[config.mk]
export PLATFORM = sky130hd
export DESIGN_NAME = reg_file_2r1w_clr_flat
export DESIGN_NICKNAME = d
export VERILOG_FILES = /design/src/rtl/reg_file_pkg.sv /design/src/rtl/reg_file_2r1w_clr_if.sv /design/src/rtl/reg_file_clr_seq.sv /design/src/rtl/reg_file_2r1w_clr.sv /design/src/flat_wrapper.sv
export SDC_FILE = /design/constraint.sdc
export NUM_CORES = 1
export LEC_CHECK = 0
export BUFFER_PORTS_ARGS = -buffer_cell sky130_fd_sc_hd__buf_4
export CORE_MARGIN = 10
export CORE_UTILIZATION = 30
export CTS_CLUSTER_DIAMETER = 50
export CTS_CLUSTER_SIZE = 10
export DETAILED_ROUTE_END_ITERATION = 10
export PLACE_DENSITY = 0.45
export SYNTH_ARGS = -nofsm -noshare
export SYNTH_HDL_FRONTEND = slang
export SYNTH_SLANG_ARGS = --single-unit
[constraint.sdc]
create_clock -name Clk -period 5.7 [get_ports Clk]
set_input_delay 1.14 -clock Clk [delete_from_list [all_inputs] [get_ports Clk]]
set_output_delay 1.14 -clock Clk [all_outputs]
set_load 0.02 [all_outputs]
[src/rtl/reg_file_pkg.sv]
// reg_file_pkg: shared constants, FSM encoding and helpers
// for the parametrised register file and its clear sequencer.
package reg_file_pkg;

  localparam int DEF_WIDTH = 8;
  localparam int DEF_DEPTH = 16;

  typedef enum logic {
    ST_IDLE  = 1'b0,
    ST_SWEEP = 1'b1
  } state_t;

  // Ceiling log2, never below 1 so a 2-entry file still gets an address bit.
  function automatic int clog2(input int n);
    int r;
    r = 1;
    while ((1 << r) < n) r++;
    return r;
  endfunction

endpackage

[src/rtl/reg_file_2r1w_clr_if.sv]
// reg_file_2r1w_clr_if: write, read, clear and debug signals
// of the register file, grouped for the datapath.
interface reg_file_2r1w_clr_if
  import reg_file_pkg::*;
#(
  parameter int WIDTH = DEF_WIDTH,
  parameter int AW    = clog2(DEF_DEPTH)
);

  logic             W_en;
  logic [AW-1:0]    W_Addr;
  logic [WIDTH-1:0] W_Data;
  logic             R0_en;
  logic [AW-1:0]    R0_Addr;
  logic [WIDTH-1:0] R0_Data;
  logic             R1_en;
  logic [AW-1:0]    R1_Addr;
  logic [WIDTH-1:0] R1_Data;
  logic             Clr_Req;
  logic [WIDTH-1:0] Clr_Data;
  logic             Busy;
  logic             Clr_Done;
  logic             W_Drop;
  logic [AW-1:0]    Dbg_Addr;
  logic [WIDTH-1:0] Dbg_Data;

  modport master (
    output W_en, W_Addr, W_Data,
    output R0_en, R0_Addr, R1_en, R1_Addr,
    output Clr_Req, Clr_Data, Dbg_Addr,
    input  R0_Data, R1_Data,
    input  Busy, Clr_Done, W_Drop, Dbg_Data
  );

  modport slave (
    input  W_en, W_Addr, W_Data,
    input  R0_en, R0_Addr, R1_en, R1_Addr,
    input  Clr_Req, Clr_Data, Dbg_Addr,
    output R0_Data, R1_Data,
    output Busy, Clr_Done, W_Drop, Dbg_Data
  );

endinterface

[src/rtl/reg_file_clr_seq.sv]
// reg_file_clr_seq: clear sweep FSM, one entry per cycle,
// plus done and dropped-write pulses.
module reg_file_clr_seq
  import reg_file_pkg::*;
#(
  parameter  int WIDTH = DEF_WIDTH,
  parameter  int DEPTH = DEF_DEPTH,
  localparam int AW    = clog2(DEPTH)
) (
  input  logic             Clk,
  input  logic             Rst,
  input  logic             Clr_Req,
  input  logic [WIDTH-1:0] Clr_Data,
  input  logic             W_en,
  output logic             Busy,
  output logic             Clr_Done,
  output logic             W_Drop,
  output logic             sw_we,
  output logic [AW-1:0]    sw_addr,
  output logic [WIDTH-1:0] sw_data
);

  localparam logic [AW-1:0] LAST = AW'(DEPTH - 1);

  state_t           state;
  state_t           state_nxt;
  logic [AW-1:0]    ptr;
  logic [WIDTH-1:0] fill;
  logic             last;

  assign last    = (ptr == LAST);
  assign sw_addr = ptr;
  assign sw_data = fill;

  always_ff @(posedge Clk or posedge Rst) begin
    if (Rst) state <= ST_IDLE;
    else     state <= state_nxt;
  end

  always_comb begin
    state_nxt = state;
    unique case (state)
      ST_IDLE:  if (Clr_Req) state_nxt = ST_SWEEP;
      ST_SWEEP: if (last)    state_nxt = ST_IDLE;
    endcase
  end

  always_comb begin
    Busy  = 1'b0;
    sw_we = 1'b0;
    if (state == ST_SWEEP) begin
      Busy  = 1'b1;
      sw_we = 1'b1;
    end
  end

  // Clr_Req during a sweep is neither restarted nor queued.
  always_ff @(posedge Clk or posedge Rst) begin
    if (Rst) begin
      ptr      <= '0;
      fill     <= '0;
      Clr_Done <= 1'b0;
      W_Drop   <= 1'b0;
    end else begin
      Clr_Done <= (state == ST_SWEEP) && last;
      W_Drop   <= (state == ST_SWEEP) && W_en;
      if (state == ST_IDLE && Clr_Req) begin
        ptr  <= '0;
        fill <= Clr_Data;
      end else if (state == ST_SWEEP && !last) begin
        ptr <= ptr + 1'b1;
      end
    end
  end

endmodule

[src/rtl/reg_file_2r1w_clr.sv]
// reg_file_2r1w_clr: flop register file, one write port,
// two registered write-first read ports, clear sweep, debug view.
module reg_file_2r1w_clr
  import reg_file_pkg::*;
#(
  parameter  int WIDTH = DEF_WIDTH,
  parameter  int DEPTH = DEF_DEPTH,
  localparam int AW    = clog2(DEPTH)
) (
  input  logic                 Clk,
  input  logic                 Rst,
  reg_file_2r1w_clr_if.slave   bus
);

  logic [WIDTH-1:0] mem [DEPTH];

  logic             sw_we;
  logic [AW-1:0]    sw_addr;
  logic [WIDTH-1:0] sw_data;
  logic             we;
  logic [AW-1:0]    waddr;
  logic [WIDTH-1:0] wdata;
  logic [WIDTH-1:0] r0_nxt;
  logic [WIDTH-1:0] r1_nxt;
  logic [WIDTH-1:0] dbg;

  reg_file_clr_seq #(
    .WIDTH (WIDTH),
    .DEPTH (DEPTH)
  ) u_seq (
    .Clk      (Clk),
    .Rst      (Rst),
    .Clr_Req  (bus.Clr_Req),
    .Clr_Data (bus.Clr_Data),
    .W_en     (bus.W_en),
    .Busy     (bus.Busy),
    .Clr_Done (bus.Clr_Done),
    .W_Drop   (bus.W_Drop),
    .sw_we    (sw_we),
    .sw_addr  (sw_addr),
    .sw_data  (sw_data)
  );

  // Sweep owns the port; out-of-range user addresses match no entry.
  always_comb begin
    we    = bus.W_en & ~sw_we;
    waddr = bus.W_Addr;
    wdata = bus.W_Data;
    if (sw_we) begin
      we    = 1'b1;
      waddr = sw_addr;
      wdata = sw_data;
    end
  end

  always_ff @(posedge Clk or posedge Rst) begin
    if (Rst) begin
      for (int i = 0; i < DEPTH; i++) mem[i] <= '0;
    end else if (we) begin
      for (int i = 0; i < DEPTH; i++)
        if (waddr == AW'(i)) mem[i] <= wdata;
    end
  end

  always_comb begin
    r0_nxt = '0;
    r1_nxt = '0;
    dbg    = '0;
    for (int i = 0; i < DEPTH; i++) begin
      if (bus.R0_Addr == AW'(i))
        r0_nxt = (we && waddr == AW'(i)) ? wdata : mem[i];
      if (bus.R1_Addr == AW'(i))
        r1_nxt = (we && waddr == AW'(i)) ? wdata : mem[i];
      if (bus.Dbg_Addr == AW'(i))
        dbg = mem[i];
    end
  end

  assign bus.Dbg_Data = dbg;

  always_ff @(posedge Clk or posedge Rst) begin
    if (Rst) begin
      bus.R0_Data <= '0;
      bus.R1_Data <= '0;
    end else begin
      if (bus.R0_en) bus.R0_Data <= r0_nxt;
      if (bus.R1_en) bus.R1_Data <= r1_nxt;
    end
  end

endmodule

[src/flat_wrapper.sv]
// flat-port wrapper written by rule: the top's interface ports become plain ports
module reg_file_2r1w_clr_flat import reg_file_pkg::*;
#(
  parameter  int WIDTH = DEF_WIDTH,
  parameter  int DEPTH = DEF_DEPTH,
  localparam int AW    = clog2(DEPTH)
)
  (Clk, Rst, bus_W_en, bus_W_Addr, bus_W_Data, bus_R0_en, bus_R0_Addr, bus_R1_en, bus_R1_Addr, bus_Clr_Req, bus_Clr_Data, bus_Dbg_Addr, bus_R0_Data, bus_R1_Data, bus_Busy, bus_Clr_Done, bus_W_Drop, bus_Dbg_Data);
  reg_file_2r1w_clr_if #(.WIDTH(WIDTH), .AW(4)) bus_i ();
  input  logic Clk;
  input  logic Rst;
  input wire logic [$bits(bus_i.W_en)-1:0] bus_W_en;
  input wire logic [$bits(bus_i.W_Addr)-1:0] bus_W_Addr;
  input wire logic [$bits(bus_i.W_Data)-1:0] bus_W_Data;
  input wire logic [$bits(bus_i.R0_en)-1:0] bus_R0_en;
  input wire logic [$bits(bus_i.R0_Addr)-1:0] bus_R0_Addr;
  input wire logic [$bits(bus_i.R1_en)-1:0] bus_R1_en;
  input wire logic [$bits(bus_i.R1_Addr)-1:0] bus_R1_Addr;
  input wire logic [$bits(bus_i.Clr_Req)-1:0] bus_Clr_Req;
  input wire logic [$bits(bus_i.Clr_Data)-1:0] bus_Clr_Data;
  input wire logic [$bits(bus_i.Dbg_Addr)-1:0] bus_Dbg_Addr;
  output wire logic [$bits(bus_i.R0_Data)-1:0] bus_R0_Data;
  output wire logic [$bits(bus_i.R1_Data)-1:0] bus_R1_Data;
  output wire logic [$bits(bus_i.Busy)-1:0] bus_Busy;
  output wire logic [$bits(bus_i.Clr_Done)-1:0] bus_Clr_Done;
  output wire logic [$bits(bus_i.W_Drop)-1:0] bus_W_Drop;
  output wire logic [$bits(bus_i.Dbg_Data)-1:0] bus_Dbg_Data;
  assign bus_i.W_en = bus_W_en;
  assign bus_i.W_Addr = bus_W_Addr;
  assign bus_i.W_Data = bus_W_Data;
  assign bus_i.R0_en = bus_R0_en;
  assign bus_i.R0_Addr = bus_R0_Addr;
  assign bus_i.R1_en = bus_R1_en;
  assign bus_i.R1_Addr = bus_R1_Addr;
  assign bus_i.Clr_Req = bus_Clr_Req;
  assign bus_i.Clr_Data = bus_Clr_Data;
  assign bus_i.Dbg_Addr = bus_Dbg_Addr;
  assign bus_R0_Data = bus_i.R0_Data;
  assign bus_R1_Data = bus_i.R1_Data;
  assign bus_Busy = bus_i.Busy;
  assign bus_Clr_Done = bus_i.Clr_Done;
  assign bus_W_Drop = bus_i.W_Drop;
  assign bus_Dbg_Data = bus_i.Dbg_Data;
  reg_file_2r1w_clr #(.WIDTH(WIDTH), .DEPTH(DEPTH)) u_core (.Clk(Clk), .Rst(Rst), .bus(bus_i));
endmodule
==> impl_metrics.toml <==
[cts]
cts_setup_buffers = 0
cts_sinks = 159
cts_buffers = 17
cts_hold_buf = 0
worst_skew_pair.late_latency_ns = 0.46
cts_root_buf = "clkbuf_16"
clk_path_buf_depth = 2
cts_max_level = 4
cts_resized = 0
cts_tree = "done"
cts.clk_slew.worst_paths_ns = 0.07

[grt]
grt_max_degree = 76
grt_pass1_vias = 9667
grt_usage_pct = 21.99
grt_pass1_wl_mm = 68.13
antenna_found_initial = 2
overflow = 0

[setup_path]
r2r_cells = 7
endpoint_kind = "output port"
cp.arrival_ns = 3.45
cp.required_ns = 4.56
critPathKind = "input pin to output port"
cp_max_fo = 43
critPathLaunchType = "input pin"

[yosys]
yosys.area.top_type = "dfrtp_1"
synth-seq-cells = 159
synth_cell_types = 83
avgSynthCellArea_um2 = 9.198
ys_warn_count = 0
synth_flop_cell = "dfrtp_1"
ys_top_cells_by_area = "dfrtp_1 (38%), mux2i_1 (9.7%), mux2_2 (4.8%), inv_1 (3.7%), nand2_1 (3.5%)"
async_flop_share_pct = 100.0
synth_common_cells = "dfrtp_1 (159), inv_1 (102), mux2i_1 (101)"
synth.cell_area_um2 = 10390
syn_nets = 1169
synth_edf_count = 0
yosysMostFrequentCell = "dfrtp_1"
yosysTopAreaCellShare_pct = 38.28
yosysSeqAreaShare_pct = 38.28
syn_inst = 1130

[detailed_routing]
route.antenna.remaining_nets = 0
wl_mm = 46.65
wl_per_cell_um = 28.72
firstDrtPassIters = 5
viasPerCell = 5.974
drc = 0
drt_iter0_markers = 1189
vias = 9701

[timing]
fin_crit_sh_pct = 80.61
hold_viol_final = 0
max_freq_ghz = 0.2176
tns_ns = 0
timing.slew.headroom_pct = 14.97
rsz0062_at_grt = "no"
fin_crit_ns = 4.595
setup_viol = 0
tightest_slew_ns = 1.258
maxSlewViolCount = 0
clock_skew_ns = 0.01112

[pwr]
netSwitchingPower_uw = 2730
p_int_uw = 3350
power.density_nw_per_um2 = 512.6
p_sw_share_pct = 44.90
peakVddDrop_mv = 0.2223
p_clk_share_pct = 19.9
power_leakage_uw = 0.005495
p_seq_share_pct = 33.7
p_comb_share_pct = 46.4

[floorplanning]
ios = 65
initial_core_util_pct = 30.24
die_x_um = 206.1
die-area_um2 = 42490
rows = 68
die_h_um = 206.1
core-area_um2 = 34370

[cells_and_area]
synthToLayoutAreaGrowth_pct = 14.11
drive_above_1_share_pct = 16.77
final_cell_count_no_fill = 1624
finalNetCount = 1195
diodes = 0

[worst_hold_path]
whs_path_depth = 2
hp-class = "register to register"

[placed_design]
place_congestion = 0.9563
port_buffers = 64
dp_hpwl_mm = 34.77
place_inst = 1592

[job]
maxCapViolCount = 0

[status]
outcome = "complete, no violations"
[cells in the final DEF (no fill, tap or decap), drive strengths merged, types with 12 or more instances in the layout]
master,Yosys,final
dfrtp,159,159
o21ai,66,66
a211oi,19,19
a31oi,16,16
nand2,97,97
mux2i,102,102
a21oi,57,57
nor2,80,80
mux4,12,12
clkbuf,49,21
o22ai,54,54
a22oi,21,21
nor3,18,18
mux2,47,47
nor2b,16,16
buf,26,82
inv,102,104
[cell families after synthesis]
kind of cell	synth area share, %
buffers and inverters	6.886
DFF	38.28
AOI/OAI and AO/OA	23.51
and+or+nand+nor	13.33
xor gates and xnor gates	0.1686
adders and majority gates	0.1204
muxes	17.71
[worst paths after layout]
kind	startpoint	endpoint	slack [ns]
min	u_core.bus.R0_Data[6]$_DFFE_PP0P_	u_core.bus.R0_Data[6]$_DFFE_PP0P_	0.52
min in group asynchronous	Rst	u_core.u_seq.sw_data[4]$_DFFE_PP0P_	0.79
max in group asynchronous	Rst	u_core.mem[17]$_DFFE_PP0P_	3.83
min reg2reg	u_core.bus.R0_Data[6]$_DFFE_PP0P_	u_core.bus.R0_Data[6]$_DFFE_PP0P_	0.52
max reg2reg	u_core.u_seq.state$_DFF_PP0_	u_core.bus.R0_Data[7]$_DFFE_PP0P_	1.64
max	bus_Dbg_Addr[0]	bus_Dbg_Data[6]	1.11
[routing by layer]
layer  up-vias  global-route usage (%)  part of all wire [%]
met5         -                       0                     0
met4         0                   8.835                   3.5
met3        81                   3.103                   7.1
met2       466                   34.75                    46
met1      4940                   29.68                    43
li1       4214                       -                     -
[per-stage QoR]
step	hold slack (ns)	power (µW)	setup slack, ns	area (µm²)	util, %
after floorplan	0.4671	3756	0.2684	10390	-
after global placement	0.5074	4843	1.176	11260	32.75
after detailed placement	0.5071	4848	1.172	11260	32.75
after CTS	0.5270	6070	1.165	11860	34.50
after global routing	0.5501	6407	0.9705	11860	34.50
final	0.5179	6079	1.105	11860	34.50
[power by group through the flow]
stage | sequential, µW | clock (µW) | combinational (µW)
global placement | 2050 | 0 | 2790
CTS | 2040 | 1230 | 2800
floorplan | 1920 | 0 | 1830
detailed placement | 2060 | 0 | 2790
finish | 2050 | 1210 | 2820
global route | 2110 | 1260 | 3030
[registers in the layout (all words and copies together) (netlist names)]
signal                 flops
u_core.u_seq.sw_data       8
u_core.bus.R1_Data         8
u_core.mem               128
u_core.bus.R0_Data         8
u_core.u_seq.sw_addr       4
u_core.u_seq.W_Drop        1
u_core.u_seq.state         1
u_core.u_seq.Clr_Done      1
[area by class of cell]
type | count | area [µm²]
clock buffer | 21 | 470.5
clock inverter | 11 | 131.4
fill | 3608 | 22510
inverter | 102 | 387.9
multi-input combinational | 794 | 5705
sequential | 159 | 3980
tap | 455 | 569.3
timing repair buffer | 82 | 615.6
[critical path: stages]
cell      delay (ns)
buf_4           0.48
inv_1           0.36
nor2_1          0.30
a22oi_1         0.10
o22ai_1         0.15
a311oi_1        0.09
o32ai_1         0.40
a21oi_1         0.21
buf_4           0.20
Note: power is estimated with default switching activity, not from simulation.
